### src/rtl/pulse_tx_pkg.sv
`default_nettype none
// ============================================================================
// Module   : pulse_tx_pkg
// Purpose  : Shared state encoding and timing constants for the pulse link.
// Revision : 1.0 - initial release
// ============================================================================
package pulse_tx_pkg;

    typedef enum logic [1:0] {
        IDLE = 2'd0,
        HIGH = 2'd1,
        GAP  = 2'd2
    } pulse_state_e;

    // Receiver agreement-filter depth; every transmitted level must last at least this long.
    localparam int c_RX_FILTER_DEPTH = 3;
    localparam int c_MIN_PULSE_DEF   = c_RX_FILTER_DEPTH;
    localparam int c_GAP_CYCLES_DEF  = c_RX_FILTER_DEPTH;

endpackage
`default_nettype wire

### src/rtl/pulse_tx_timer.sv
`default_nettype none
// ============================================================================
// Module   : pulse_tx_timer
// Purpose  : Loadable down-counter with zero flag; load has priority over decrement.
// Revision : 1.0 - initial release
// ============================================================================
module pulse_tx_timer #(
    parameter int WIDTH = 8
) (
    input  logic             clk,
    input  logic             rst,
    input  logic             i_load,
    input  logic [WIDTH-1:0] i_load_val,
    input  logic             i_dec,
    output logic             o_zero
);

    logic [WIDTH-1:0] r_count;

    always_ff @(posedge clk) begin
        if (rst) begin
            r_count <= '0;
        end else if (i_load) begin
            r_count <= i_load_val;
        end else if (i_dec) begin
            r_count <= r_count - WIDTH'(1);
        end
    end

    assign o_zero = (r_count == '0);

endmodule
`default_nettype wire

### src/rtl/pulse_tx.sv
`default_nettype none
// ============================================================================
// Module   : pulse_tx
// Purpose  : Pulse-link transmitter: handshake-accepted pulses of clamped width
//            followed by an enforced low gap. Macro PULSE_TX_COUNT_EN adds
//            the o_pulse_count accepted-request counter.
// Revision : 1.0 - initial release
// ============================================================================
module pulse_tx
    import pulse_tx_pkg::*;
#(
    parameter int LEN_BITS   = 8,
    parameter int MIN_PULSE  = c_MIN_PULSE_DEF,
    parameter int GAP_CYCLES = c_GAP_CYCLES_DEF
`ifdef PULSE_TX_COUNT_EN
    ,
    parameter int CNT_BITS   = 16
`endif
) (
    input  logic                clk,
    input  logic                rst,
    input  logic                i_req_valid,
    input  logic [LEN_BITS-1:0] i_req_len,
    output logic                o_req_ready,
    output logic                o_out_data,
    output logic                o_busy
`ifdef PULSE_TX_COUNT_EN
    ,
    output logic [CNT_BITS-1:0] o_pulse_count
`endif
);

    localparam logic [1:0] c_ST_IDLE = IDLE;
    localparam logic [1:0] c_ST_HIGH = HIGH;
    localparam logic [1:0] c_ST_GAP  = GAP;

    logic [1:0]          r_state;
    logic [1:0]          w_state_nxt;
    logic                r_out_data;
    logic                w_xfer;
    logic                w_load;
    logic                w_dec;
    logic                w_zero;
    logic [LEN_BITS-1:0] w_eff_len;
    logic [LEN_BITS-1:0] w_load_val;

    assign o_req_ready = (r_state == c_ST_IDLE) && !rst;
    assign o_busy      = (r_state != c_ST_IDLE);
    assign o_out_data  = r_out_data;
    assign w_xfer      = i_req_valid && o_req_ready;

    // Requests shorter than the far-end filter depth are stretched, including zero.
    assign w_eff_len = (i_req_len < LEN_BITS'(MIN_PULSE)) ? LEN_BITS'(MIN_PULSE) : i_req_len;

    always_comb begin
        w_state_nxt = r_state;
        w_load      = 1'b0;
        w_dec       = 1'b0;
        w_load_val  = '0;
        case (r_state)
            c_ST_IDLE: begin
                if (w_xfer) begin
                    w_state_nxt = c_ST_HIGH;
                    w_load      = 1'b1;
                    w_load_val  = w_eff_len - LEN_BITS'(1);
                end
            end
            c_ST_HIGH: begin
                if (w_zero) begin
                    w_state_nxt = c_ST_GAP;
                    w_load      = 1'b1;
                    w_load_val  = LEN_BITS'(GAP_CYCLES - 1);
                end else begin
                    w_dec = 1'b1;
                end
            end
            c_ST_GAP: begin
                if (w_zero) begin
                    w_state_nxt = c_ST_IDLE;
                end else begin
                    w_dec = 1'b1;
                end
            end
            default: w_state_nxt = c_ST_IDLE;
        endcase
    end

    always_ff @(posedge clk) begin
        if (rst) begin
            r_state    <= c_ST_IDLE;
            r_out_data <= 1'b0;
        end else begin
            r_state    <= w_state_nxt;
            r_out_data <= (w_state_nxt == c_ST_HIGH);
        end
    end

    pulse_tx_timer #(
        .WIDTH (LEN_BITS)
    ) u_timer (
        .clk        (clk),
        .rst        (rst),
        .i_load     (w_load),
        .i_load_val (w_load_val),
        .i_dec      (w_dec),
        .o_zero     (w_zero)
    );

`ifdef PULSE_TX_COUNT_EN
    logic [CNT_BITS-1:0] r_pulse_count;

    always_ff @(posedge clk) begin
        if (rst) begin
            r_pulse_count <= '0;
        end else if (w_xfer) begin
            r_pulse_count <= r_pulse_count + CNT_BITS'(1);
        end
    end

    assign o_pulse_count = r_pulse_count;
`endif

endmodule
`default_nettype wire
### config.mk
export PLATFORM = sky130hd
export DESIGN_NAME = pulse_tx
export DESIGN_NICKNAME = d
export VERILOG_FILES = /design/src/rtl/pulse_tx_pkg.sv /design/src/rtl/pulse_tx_timer.sv /design/src/rtl/pulse_tx.sv
export SDC_FILE = /design/constraint.sdc
export NUM_CORES = 1
export LEC_CHECK = 0
export BUFFER_PORTS_ARGS = -buffer_cell sky130_fd_sc_hd__buf_2
export CAP_MARGIN = 20
export CORE_MARGIN = 2
export CORE_UTILIZATION = 50
export CTS_CLUSTER_SIZE = 24
export DETAILED_ROUTE_END_ITERATION = 8
export PLACE_DENSITY_LB_ADDON = 0.15
export SETUP_SLACK_MARGIN = 0.1
export SLEW_MARGIN = 30
export SYNTH_ARGS = -nofsm -noshare
export SYNTH_HDL_FRONTEND = slang
export SYNTH_SLANG_ARGS = --single-unit
### constraint.sdc
create_clock -name clk -period 2.2 [get_ports clk]
set_clock_uncertainty 0.05 [all_clocks]
set_input_delay 0.11 -clock clk [delete_from_list [all_inputs] [get_ports clk]]
set_output_delay 0.11 -clock clk [all_outputs]
set_load 0.03 [all_outputs]
# Word-level counts from Yosys, hierarchy flattened
# Index checks and enable logic that the tools add are counted.
[totals]
rom_bits = 0
ff_bits = 11
latch_bits = 0
elab_cells = 32
mem_bits_rw = 0
mem_count = 0
[classes]
mux = 15
n_eq_ne = 3
n_mul = 0
n_div = 0
n_lt_le_gt_ge = 1
reduce_logical = 8
addsub = 2
shifts = 0
bitwise_logic = 0
[ops]
columns = ["op", "count"]
rows = [
  ["$mux 8", 4],
  ["$pmux 8 s2", 1],
  ["$sub 8x1->8 const B", 2],
  ["$logic_not 8->1", 1],
  ["$lt 8x2->1 const B", 1],
  ["$mux 2", 4],
  ["$pmux 2 s3", 1],
  ["$eq 2x1->1 const B", 2],
  ["$mux 1", 4],
  ["$reduce_bool 2->1", 2],
  ["$eq 2x2->1 const B", 1],
  ["$logic_and 1x1->1", 2],
  ["$logic_not 2->1", 1],
  ["$pmux 1 s2", 1],
  ["$reduce_or 2->1", 1],
  ["$logic_not 1->1", 1],
]

# Longest topological paths before layout
# Gate-level depths: netlist of the first run.
[depth]
depth_word = 6
depth_mapped = 9
depth_no_buf = 9

# Cells and area by module
# From an unflattened synthesis of the first run, not the netlist that was laid out.
[unflattened]
hier_cells = 109
area_unflattened_um2 = 862.1
[by_module_without_submodules]
columns = ["mod", "seq_area_each_um2", "area_each_um2", "n_inst", "cells_each"]
rows = [
  ["pulse_tx_timer", 160.2, 473.0, 1, 56],
  ["pulse_tx", 60.1, 389.1, 1, 53],
]

# Worst setup path before layout of the first run
# No wires, ideal clock.
[synth_path]
kind = "input-to-reg"
start = "input i_req_len[4]"
end = "register u_timer.r_count[4]"
path_stages = 9
t_arrival_ns = 1.704
required_time_ns = 2.018
path_slack_ns = 0.313
setup_time_ns = 0.132
path_buffers = 0
path_cell_list = "or4_1 -> nor3_1 -> nor2_1 -> ha_1 -> nor3b_1 -> xnor2_1 -> o22ai_1 -> a21oi_1 -> a21oi_1"
[synth_between]
elab_chain_cells = 6
[synth_rtl]
columns = ["item", "line_no", "source"]
rows = [
  ["start, declared", "pulse_tx.sv:23", "input logic [LEN_BITS-1:0] i_req_len,"],
  ["$lt 8x2->1", "pulse_tx.sv:53", "assign w_eff_len = (i_req_len < LEN_BITS'(MIN_PULSE)) ? LEN_BITS'(MIN_PULSE) : i_req_len;"],
  ["$mux 8 (*)", "pulse_tx.sv:53", ""],
  ["$sub 8x1->8 (*)", "pulse_tx.sv:65", "w_load_val = w_eff_len - LEN_BITS'(1);"],
  ["$mux 8 (*)", "pulse_tx.sv:62", "if (w_xfer) begin"],
  ["$pmux 8 s2 (*)", "pulse_tx.sv:60", "case (r_state)"],
  ["$mux 8 (*)", "pulse_tx_timer.sv:23", "end else if (i_load) begin"],
  ["end signal, assigned", "pulse_tx_timer.sv:24", "r_count <= i_load_val;"],
  ["end signal, assigned", "pulse_tx_timer.sv:26", "r_count <= r_count - WIDTH'(1);"],
  ["end, declared", "pulse_tx_timer.sv:18", "logic [WIDTH-1:0] r_count;"],
]
# Every way passes the cells marked *; elsewhere a longest branch is shown, timed or not.
# A chain may end at the register's enable or synchronous reset.

# Worst setup path in the final report of the first run
[layout_path]
start = "register r_state[1]"
end = "register u_timer.r_count[3]"
[layout_between]
elab_chain_cells = 6
word_cells_on_any_way = 13
[layout_rtl]
columns = ["item", "line_no", "source"]
rows = [
  ["start, declared", "pulse_tx.sv:37", "logic [1:0] r_state;"],
  ["start signal, assigned", "pulse_tx.sv:90", "r_state <= c_ST_IDLE;"],
  ["start signal, assigned", "pulse_tx.sv:93", "r_state <= w_state_nxt;"],
  ["$logic_not 2->1", "pulse_tx.sv:47, pulse_tx.sv:60", ""],
  ["$logic_and 1x1->1", "pulse_tx.sv:47", "assign o_req_ready = (r_state == c_ST_IDLE) && !rst;"],
  ["$logic_and 1x1->1", "pulse_tx.sv:50", "assign w_xfer = i_req_valid && o_req_ready;"],
  ["$mux 8 or $mux 1 (tied branches)", "pulse_tx.sv:62", ""],
  ["$pmux 8 s2 or $pmux 1 s2 (tied branches)", "pulse_tx.sv:60", ""],
  ["$mux 8 or $reduce_bool 2->1 (tied branches)", "n/a", ""],
]
# Parallel ways exist; a longest one is shown, timed or not.

==> impl_metrics.tcl, run 1 <==
set metrics [dict create \
    rows 14 \
    viasPerCell 6.58 \
    fin_crit_sh 0.944 \
    numCtsBuffers 3 \
    ios 14 \
    track_usage 0.252 \
    cts_sinks 11 \
    run_status "finished clean" \
    peakVddDrop_uv 853 \
    clock-root-buffer "clkbuf_4" \
    worstHoldPathType "input port to flip-flop" \
    arrival_ns 2.19 \
    synth_nets 125 \
    path_class "flip-flop to flip-flop" \
    crit_path_top_delay_cell "or4b_4" \
    power_per_cell_area_nw_per_um2 1500 \
    grt_max_degree 14 \
    yosysUniqueCellTypes 36 \
    worst-endpoint-required_ns 2.31 \
    clkTransAtPathRegs_ns 0.08 \
    design_area_um2 1020 \
    clock_path_buffers 2 \
    gp_congestion 0.871 \
    fmax_mhz 482 \
    dpl.hpwl_mm 1.65 \
    ys_ff_latch 11 \
    holdPathStages 2 \
    via_count 954 \
    drc 0 \
    power_mw 1.54 \
    die_w_um 45.0 \
    portBuffers 13 \
    dieArea_um2 2030 \
    ys_seq_area_frac 0.262 \
    antenna_found_initial 0 \
    rsz0062_at_grt "no" \
    antenna_cells 0 \
    placed_area_um2 937 \
    hold_viol 0 \
    r2r_cells 8 \
    drtAntennaViolNets 0 \
    grt_pass1_wl_mm 3.65 \
    synthCells 108 \
    finalSetupViolCount 0 \
    coreArea_um2 1540 \
    tightest_slew_ns 0.600 \
    fin_tns_setup_ns 0 \
    cp_max_fo 5 \
    drt_iter0_drc 55 \
    slew_viol_final 0 \
    cts_tree "built" \
    grt_pass1_vias 812 \
    cts_hold_buf 0 \
    die_h_um 45.0 \
    routed_wl_mm 2.46 \
    crit_path_end_kind "flip-flop" \
    p_leak_nw 0.411 \
    worst_path_largest_cell_delay_ns 0.51 \
    relSlewSlack 0.599 \
    clk_latency_ns 0.28 \
    routedWlPerCell_um 16.9 \
    path_cells "inv_1, ha_1, or4b_4, o21ai_4, buf_4, a31oi_1, a22oi_1, nor3_1" \
    syn_avg_cell_area_um2 7.79 \
    yosysWarnings 0 \
    start_util 0.545 \
    netlist_area_um2 841 \
    h-tree-depth 1 \
    drv.max_cap_violation_count 0 \
    period_minus_slack_ns 2.08 \
    drive_above_1_share 0.256 \
    finalNetCount 147 \
    grt_overflow 0 \
    drt_first_pass_iters 4 \
    startpoint_type "flip-flop" \
    syn_to_final_growth_pct 21.4 \
]
## final cells by class
class | instances | area (µm²)
clock buffers | 4 | 26.3
repair buffers | 18 | 103
inverters | 7 | 26.3
fillers | 144 | 520
flip-flops and latches | 11 | 220
multi-input cells | 89 | 626
well taps | 16 | 20.0
## where the power goes
group	switching, mW	internal, mW	leakage (nW)	total (mW)
Sequential	0.0942	0.277	0.0905	0.371
Combinational	0.590	0.423	0.306	1.01
Clock	0.0801	0.0703	0.0150	0.150
## critical path: cells and delay by family (launching register included)
| kind | cells | cell delay [ns] |
|---|---|---|
| buf+inv | 2 | 0.30 |
| flops | 1 | 0.36 |
| fa+ha+maj | 1 | 0.20 |
| simple gates | 2 | 0.58 |
| compound gates | 3 | 0.47 |
## kinds of logic after synthesis
group | share of synthesized area
muxes | 0.0119
AOI/OAI and AO/OA | 0.293
adders and majority gates | 0.0893
DFF | 0.262
buffers and inverters | 0.0357
and+or+nand+nor | 0.287
xor gates and xnor gates | 0.0208
## repair_timing
| item | 4_1_cts | 5_1_grt |
|---|---|---|
| setup buffers | 0 | 3 |
| endpoints found under the setup margin | 0 | 7 |
| gates resized for setup | 0 | 8 |
## state kept, by name (all words and copies together) (netlist names)
name             flops
u_timer.r_count      8
o_out_data           1
r_state              2
## per-layer routing
metal | global-route usage | wire, µm | vias to the layer above
met4 | 0.118 | 68 | 0
met1 | 0.361 | 1120 | 469
met3 | 0.0360 | 109 | 9
li1 | - | - | 450
met5 | 0 | 0 | -
met2 | 0.371 | 1160 | 26
## placed cells by master (no fill, tap or decap), drive strengths merged, types with 2 or more instances in the layout
cell,count
buf,18
nor2,13
a21oi,13
o21ai,12
dfxtp,11
inv,7
nor3,7
ha,6
or4,4
a211oi,4
clkbuf,4
nand2,3
nor4b,3
nand2b,2
or4b,2
a21o,2
nor3b,2
xnor2,2
## cell usage after synthesis
master	number	area, µm²
o311ai_0	1	8.76
a22o_1	1	8.76
inv_1	7	26.3
o21ai_1	1	5.00
nor3b_1	2	15.0
o21ai_4	1	16.3
nand3b_2	1	11.3
or4b_4	1	13.8
a31oi_1	1	6.26
o211ai_1	1	7.51
nand2_1	3	11.3
o21ai_0	10	50.1
a211oi_1	4	30.0
o2111ai_1	1	8.76
clkbuf_1	1	3.75
or2_2	1	6.26
mux2i_1	1	10.0
nor4b_1	3	26.3
ha_1	6	75.1
or4b_1	1	10.0
a22oi_1	1	7.51
xnor2_1	2	17.5
or3_1	1	6.26
nand3_1	1	5.00
a21o_1	2	15.0
dfxtp_1	11	220
o22ai_1	1	6.26
nor2_1	13	48.8
nor3_1	7	35.0
and2_1	1	6.26
o31ai_1	1	7.51
nand2b_1	2	12.5
a21oi_2	1	8.76
or4_4	1	11.3
or4_1	3	22.5
a21oi_1	12	60.1
## through the flow
stage               hold slack (ns)  cells  utilization  worst slack [ns]
floorplan                     0.146    108            -             0.313
global placement              0.401    138        0.608            0.0989
detailed placement            0.406    138        0.608            0.0144
CTS                           0.110    142        0.625             0.108
global route                  0.123    145        0.662            0.0647
finish                        0.121    145        0.662             0.124
## worst paths after layout
path / from / endpoint / slack [ns]
setup / recovery: r_state[1] / u_timer.r_count[3] / 0.12
hold / removal: rst / u_timer.r_count[5] / 0.12
setup reg to reg: r_state[1] / u_timer.r_count[3] / 0.12
hold reg to reg: u_timer.r_count[1] / u_timer.r_count[1] / 0.47
Note: power is estimated with default switching activity, not from simulation.
==> inputs of run 2 (changes only) <==
Settings changed: CORE_UTILIZATION 50 to 49, SYNTH_HIERARCHICAL set to 1.
Clock period 2.2 ns to 1.8 ns, I/O delays scaled along.
==> impl_metrics.tcl, run 2 <==
set metrics [dict create \
    drtAntennaViolNets 0 \
    routedWlPerCell_um 15.0 \
    async_reset_ff_frac 0 \
    antenna_cells 0 \
    hold_slack_ns 0.140 \
    worst-endpoint-required_ns 1.87 \
    grt_pass1_vias 935 \
    regMostFlops "u_timer/r_count" \
    die_h_um 45.9 \
    drv.max_cap_violation_count 0 \
    die_w_um 45.9 \
    slew_viol_final 0 \
    synthTopCellsByCount "nor2_1, dfxtp_1, nand2_1" \
    rsz0062_at_grt "yes" \
    arrival_ns 2.14 \
    power_per_cell_area_nw_per_um2 1700 \
    ys_seq_area_frac 0.255 \
    viasPerCell 5.78 \
    setup_ws_ns -0.271 \
    fin_cells 174 \
    cp_max_fo 5 \
    routed_wl_mm 2.60 \
    fmax_mhz 483 \
    gp_congestion 0.922 \
    drive_above_1_share 0.478 \
    largest_register_ffs 8 \
    synth.top_cell.area_share 0.255 \
    hold_viol 0 \
    cts_sinks 11 \
    rows 15 \
    portBuffers 13 \
    path_class "flip-flop to flip-flop" \
    relSlewSlack 0.781 \
    grt_overflow 0 \
    ios 14 \
    holdPathStages 3 \
    fin_tns_setup_ns -2.42 \
    drt_iter0_drc 17 \
    yosys.area.top_type "dfxtp_1" \
    violations "negative setup slack" \
    drt_first_pass_iters 4 \
    synth_flop_cell "dfxtp_1" \
    finalNetCount 176 \
    yosysUniqueCellTypes 39 \
    coreArea_um2 1690 \
    crit_path_end_kind "flip-flop" \
    fin_crit_sh 1.15 \
    clock_path_buffers 2 \
    start_util 0.510 \
    dpl.hpwl_mm 1.80 \
    yosysWarnings 6 \
    mostFrequentLayoutCells "buf_4, buf_2, nor2_1" \
    peakVddDrop_uv 1230 \
    p_leak_nw 0.591 \
    grt_pass1_wl_mm 3.92 \
    drc 0 \
    startpoint_type "flip-flop" \
    clock-root-buffer "clkbuf_4" \
    synthCells 109 \
    track_usage 0.257 \
    antenna_found_initial 0 \
    r2r_cells 8 \
    place_inst 164 \
    clkTransAtPathRegs_ns 0.08 \
    tightest_slew_ns 0.323 \
    synth_area_leaders "dfxtp_1, ha_1, nor2_1" \
    power_mw 2.28 \
    finalSetupViolCount 11 \
    numCtsBuffers 3 \
    layout.cells.most_common "buf_4" \
    ys_ff_latch 11 \
    run_status "finished, violations left" \
    synth.most_common_cell "nor2_1" \
    dieArea_um2 2110 \
    cts_tree "built" \
    via_count 1005 \
    grt_max_degree 15 \
    period_minus_slack_ns 2.07 \
    clk_latency_ns 0.27 \
    worstHoldPathType "input port to flip-flop" \
    h-tree-depth 1 \
    synth_edf_count 0 \
    syn_avg_cell_area_um2 7.91 \
    netlist_area_um2 862 \
    syn_to_final_growth_pct 56.0 \
    synth_nets 127 \
]
## run 2: cell types whose count changed after synthesis, moves of 3 or more
cell and change:
a21oi_1 -6, a311oi_1 +3, nand2_1 +6, nor2b_1 +3, nor3_1 -4, o21ai_0 -7
## run 2: kinds of logic (layout without fill, tap and decap cells)
group,Yosys count,count (layout),synth area share
and+or+nand+nor,50,50,0.340
AOI/OAI and AO/OA,25,25,0.203
DFF,11,11,0.255
buffers and inverters,11,59,0.0493
adders and majority gates,7,7,0.102
xor gates and xnor gates,5,5,0.0508
## run 2: per-layer routing
layer / track usage / up-vias / wire length [µm]
met4: 0.0686 / 0 / 21
met1: 0.287 / 480 / 1120
met2: 0.475 / 18 / 1390
li1: - / 505 / -
met3: 0.0635 / 2 / 70
met5: 0 / - / 0
## run 2: path summary, 6_finish.rpt
kind,slack (ns),startpoint,endpoint
worst max-delay path,-0.27,u_timer/r_count[5],u_timer/r_count[7]
worst min register to register,0.50,u_timer/r_count[5],u_timer/r_count[5]
worst max register to register,-0.27,u_timer/r_count[5],u_timer/r_count[7]
worst min-delay path,0.14,rst,u_timer/r_count[2]
## run 2: layout make-up
class                           count  area [µm²]
Multi-Input combinational cell     87         689
Tap cell                           17        21.3
Sequential cell                    11         225
Clock buffer                        4        26.3
Fill cell                         111         344
Inverter                            8        37.5
Timing Repair inverter              1        8.76
Timing Repair Buffer               46         337
## run 2: power by group
group / leakage (nW) / switching, mW / internal [mW]
Clock: 0.0150 / 0.0829 / 0.0857
Combinational: 0.484 / 0.840 / 0.881
Sequential: 0.0921 / 0.0563 / 0.335
Total: 0.591 / 0.979 / 1.30
## run 2: stage by stage
stage / area (µm²) / worst slack, ns / util
3_5_place_dp: 1170 / -0.326 / 0.693
6_report: 1350 / -0.271 / 0.796
4_1_cts: 1250 / -0.256 / 0.741
3_3_place_gp: 1170 / -0.221 / 0.693
2_1_floorplan: 898 / -0.146 / -
5_1_grt: 1350 / -0.347 / 0.796
## run 2: what timing repair did
| item | 4_1_cts | 5_1_grt |
|---|---|---|
| endpoints found under the setup margin | 11 | 11 |
| cloned | 0 | 1 |
| buffers inserted | 2 | 3 |
| pin swaps | 5 | 6 |
| gates resized for setup | 10 | 13 |
| hold buffers | 0 | 0 |
## run 2: worst max-delay path, cell delays in order (launching register included)
cell      delay [ns]
dfxtp_2         0.32
or4_4           0.55
nor4b_4         0.30
buf_4           0.19
nand2_4         0.07
nand2_8         0.08
nor3b_1         0.07
a21oi_1         0.14
o221ai_1        0.13
==> inputs of run 3 (changes only) <==
--- a/config.mk
+++ b/config.mk
@@ -8,3 +8,2 @@
 export BUFFER_PORTS_ARGS = -buffer_cell sky130_fd_sc_hd__buf_2
-export CAP_MARGIN = 20
 export CORE_MARGIN = 2
==> constraint.sdc (replaced) <==
create_clock -name clk -period 1.8 [get_ports clk]
set_clock_uncertainty 0.05 [all_clocks]
set_input_delay 0 -clock clk [delete_from_list [all_inputs] [get_ports clk]]
set_output_delay 0 -clock clk [all_outputs]
set_load 0.03 [all_outputs]
==> impl_metrics.tcl, run 3 (synthesis results as in run 2) <==
set metrics [dict create \
    grt_pass1_vias 937 \
    min-delay-start "i_req_len[0]" \
    reg2reg_slack_ns -0.23 \
    fin_crit_sh 1.13 \
    startpoint_type "flip-flop" \
    syn_to_final_growth_pct 56.3 \
    whs_endpoint "u_timer/r_count[0]" \
    period_minus_slack_ns 2.03 \
    tightest_slew_ns 0.378 \
    cts_tree "built" \
    finalSetupViolCount 11 \
    mostFrequentLayoutCells "buf_4, buf_2, nor2_1" \
    placed_area_um2 1170 \
    r2r_end "u_timer/r_count[3]" \
    worst_path_largest_cell_delay_ns 0.56 \
    holdPathStages 4 \
    cts_hold_buf 0 \
    antenna_found_initial 0 \
    fmax_mhz 493 \
    dpl.hpwl_mm 1.86 \
    rsz0062_at_grt "yes" \
    nFillCells 119 \
    setup_ws_ns -0.228 \
    worst-endpoint-required_ns 1.95 \
    cp_max_fo 4 \
    grt_max_degree 15 \
    viasPerCell 5.69 \
    hold_viol 0 \
    layout.cells.most_common "buf_4" \
    drt_first_pass_iters 4 \
    largest_register_ffs 8 \
    die_w_um 45.9 \
    power_mw 2.29 \
    start_util 0.510 \
    h-tree-depth 1 \
    relSlewSlack 0.745 \
    fin_cells 173 \
    rows 15 \
    routedWlPerCell_um 14.7 \
    r2r_cells 7 \
    clkTransAtPathRegs_ns 0.07 \
    grt_overflow 0 \
    path_cells "or4_4, nor4b_4, nor2b_2, buf_4, nor4b_1, xnor2_1, a211oi_1" \
    grt_pass1_wl_mm 3.82 \
    worstHoldPathType "input port to flip-flop" \
    clk_latency_ns 0.28 \
    fin_tns_setup_ns -1.96 \
    numCtsBuffers 3 \
    power_per_cell_area_nw_per_um2 1700 \
    p_leak_nw 0.591 \
    r2r_start "u_timer/r_count[5]" \
    design_area_um2 1350 \
    drt_iter0_drc 16 \
    clock-root-buffer "clkbuf_4" \
    die_h_um 45.9 \
    path_class "flip-flop to flip-flop" \
    crit_path_end_kind "flip-flop" \
    drtAntennaViolNets 0 \
    violations "negative setup slack" \
    ios 14 \
    hold_slack_ns 0.0435 \
    arrival_ns 2.18 \
    finalNetCount 175 \
    peakVddDrop_uv 1090 \
    via_count 985 \
    run_status "finished, violations left" \
    cts_sinks 11 \
    crit_path_top_delay_cell "or4_4" \
    multi_input_area_um2 688 \
    clock_path_buffers 2 \
    seq_area_um2 225 \
    place_inst 164 \
    dieArea_um2 2110 \
    dpl_worst_slack_ns -0.208 \
    final_util 0.798 \
    regMostFlops "u_timer/r_count" \
    portBuffers 13 \
    drv.max_cap_violation_count 0 \
    slew_viol_final 0 \
    antenna_cells 0 \
    gp_congestion 0.921 \
    drive_above_1_share 0.462 \
    drc 0 \
    track_usage 0.254 \
    routed_wl_mm 2.55 \
    coreArea_um2 1690 \
]
## run 3: layout make-up
cell class | count | area share
Sequential cell | 11 | 0.167
Inverter | 8 | 0.0279
Tap cell | 17 | 0.0158
Multi-Input combinational cell | 87 | 0.511
Timing Repair inverter | 1 | 0.00836
Clock buffer | 4 | 0.0195
Timing Repair Buffer | 45 | 0.251
## run 3: report_power, final
group	leakage, nW	total, mW	internal [mW]	switching (mW)
Clock	0.0150	0.172	0.0861	0.0855
Combinational	0.484	1.73	0.891	0.840
Sequential	0.0921	0.392	0.335	0.0571
## run 3: layer usage
metal  wire [µm]  track usage  vias up
met5           0            0        -
met4          71        0.120        0
met3          64       0.0635        8
met2        1350        0.456       13
met1        1060        0.274      465
li1            -            -      499
## run 3: worst max path at each step
stage / startpoint / to / slack, ns / depth (start not counted)
after floorplan: u_timer/r_count[4] / u_timer/r_count[3] / -0.15 / 7
after global routing: u_timer/r_count[5] / u_timer/r_count[7] / -0.28 / 8
final: u_timer/r_count[5] / u_timer/r_count[3] / -0.23 / 7
after CTS: u_timer/r_count[5] / u_timer/r_count[3] / -0.20 / 7
after detailed placement: u_timer/r_count[5] / u_timer/r_count[4] / -0.21 / 7
after global placement: u_timer/r_count[5] / u_timer/r_count[3] / -0.18 / 7
## run 3: worst max-delay path, delay by kind of cell, from the launching register on
family                    cells  cell delay [ns]
xor gates and xnor gates      1             0.12
DFF                           1             0.32
and+or+nand+nor               4             1.11
AOI/OAI and AO/OA             1             0.20
buffers and inverters         1             0.15
## run 3: timing repair
action | in CTS | in global routing
cloned | 0 | 1
pin swaps | 9 | 6
endpoints found under the setup margin | 11 | 11
gates resized for setup | 8 | 14
setup buffers | 2 | 2
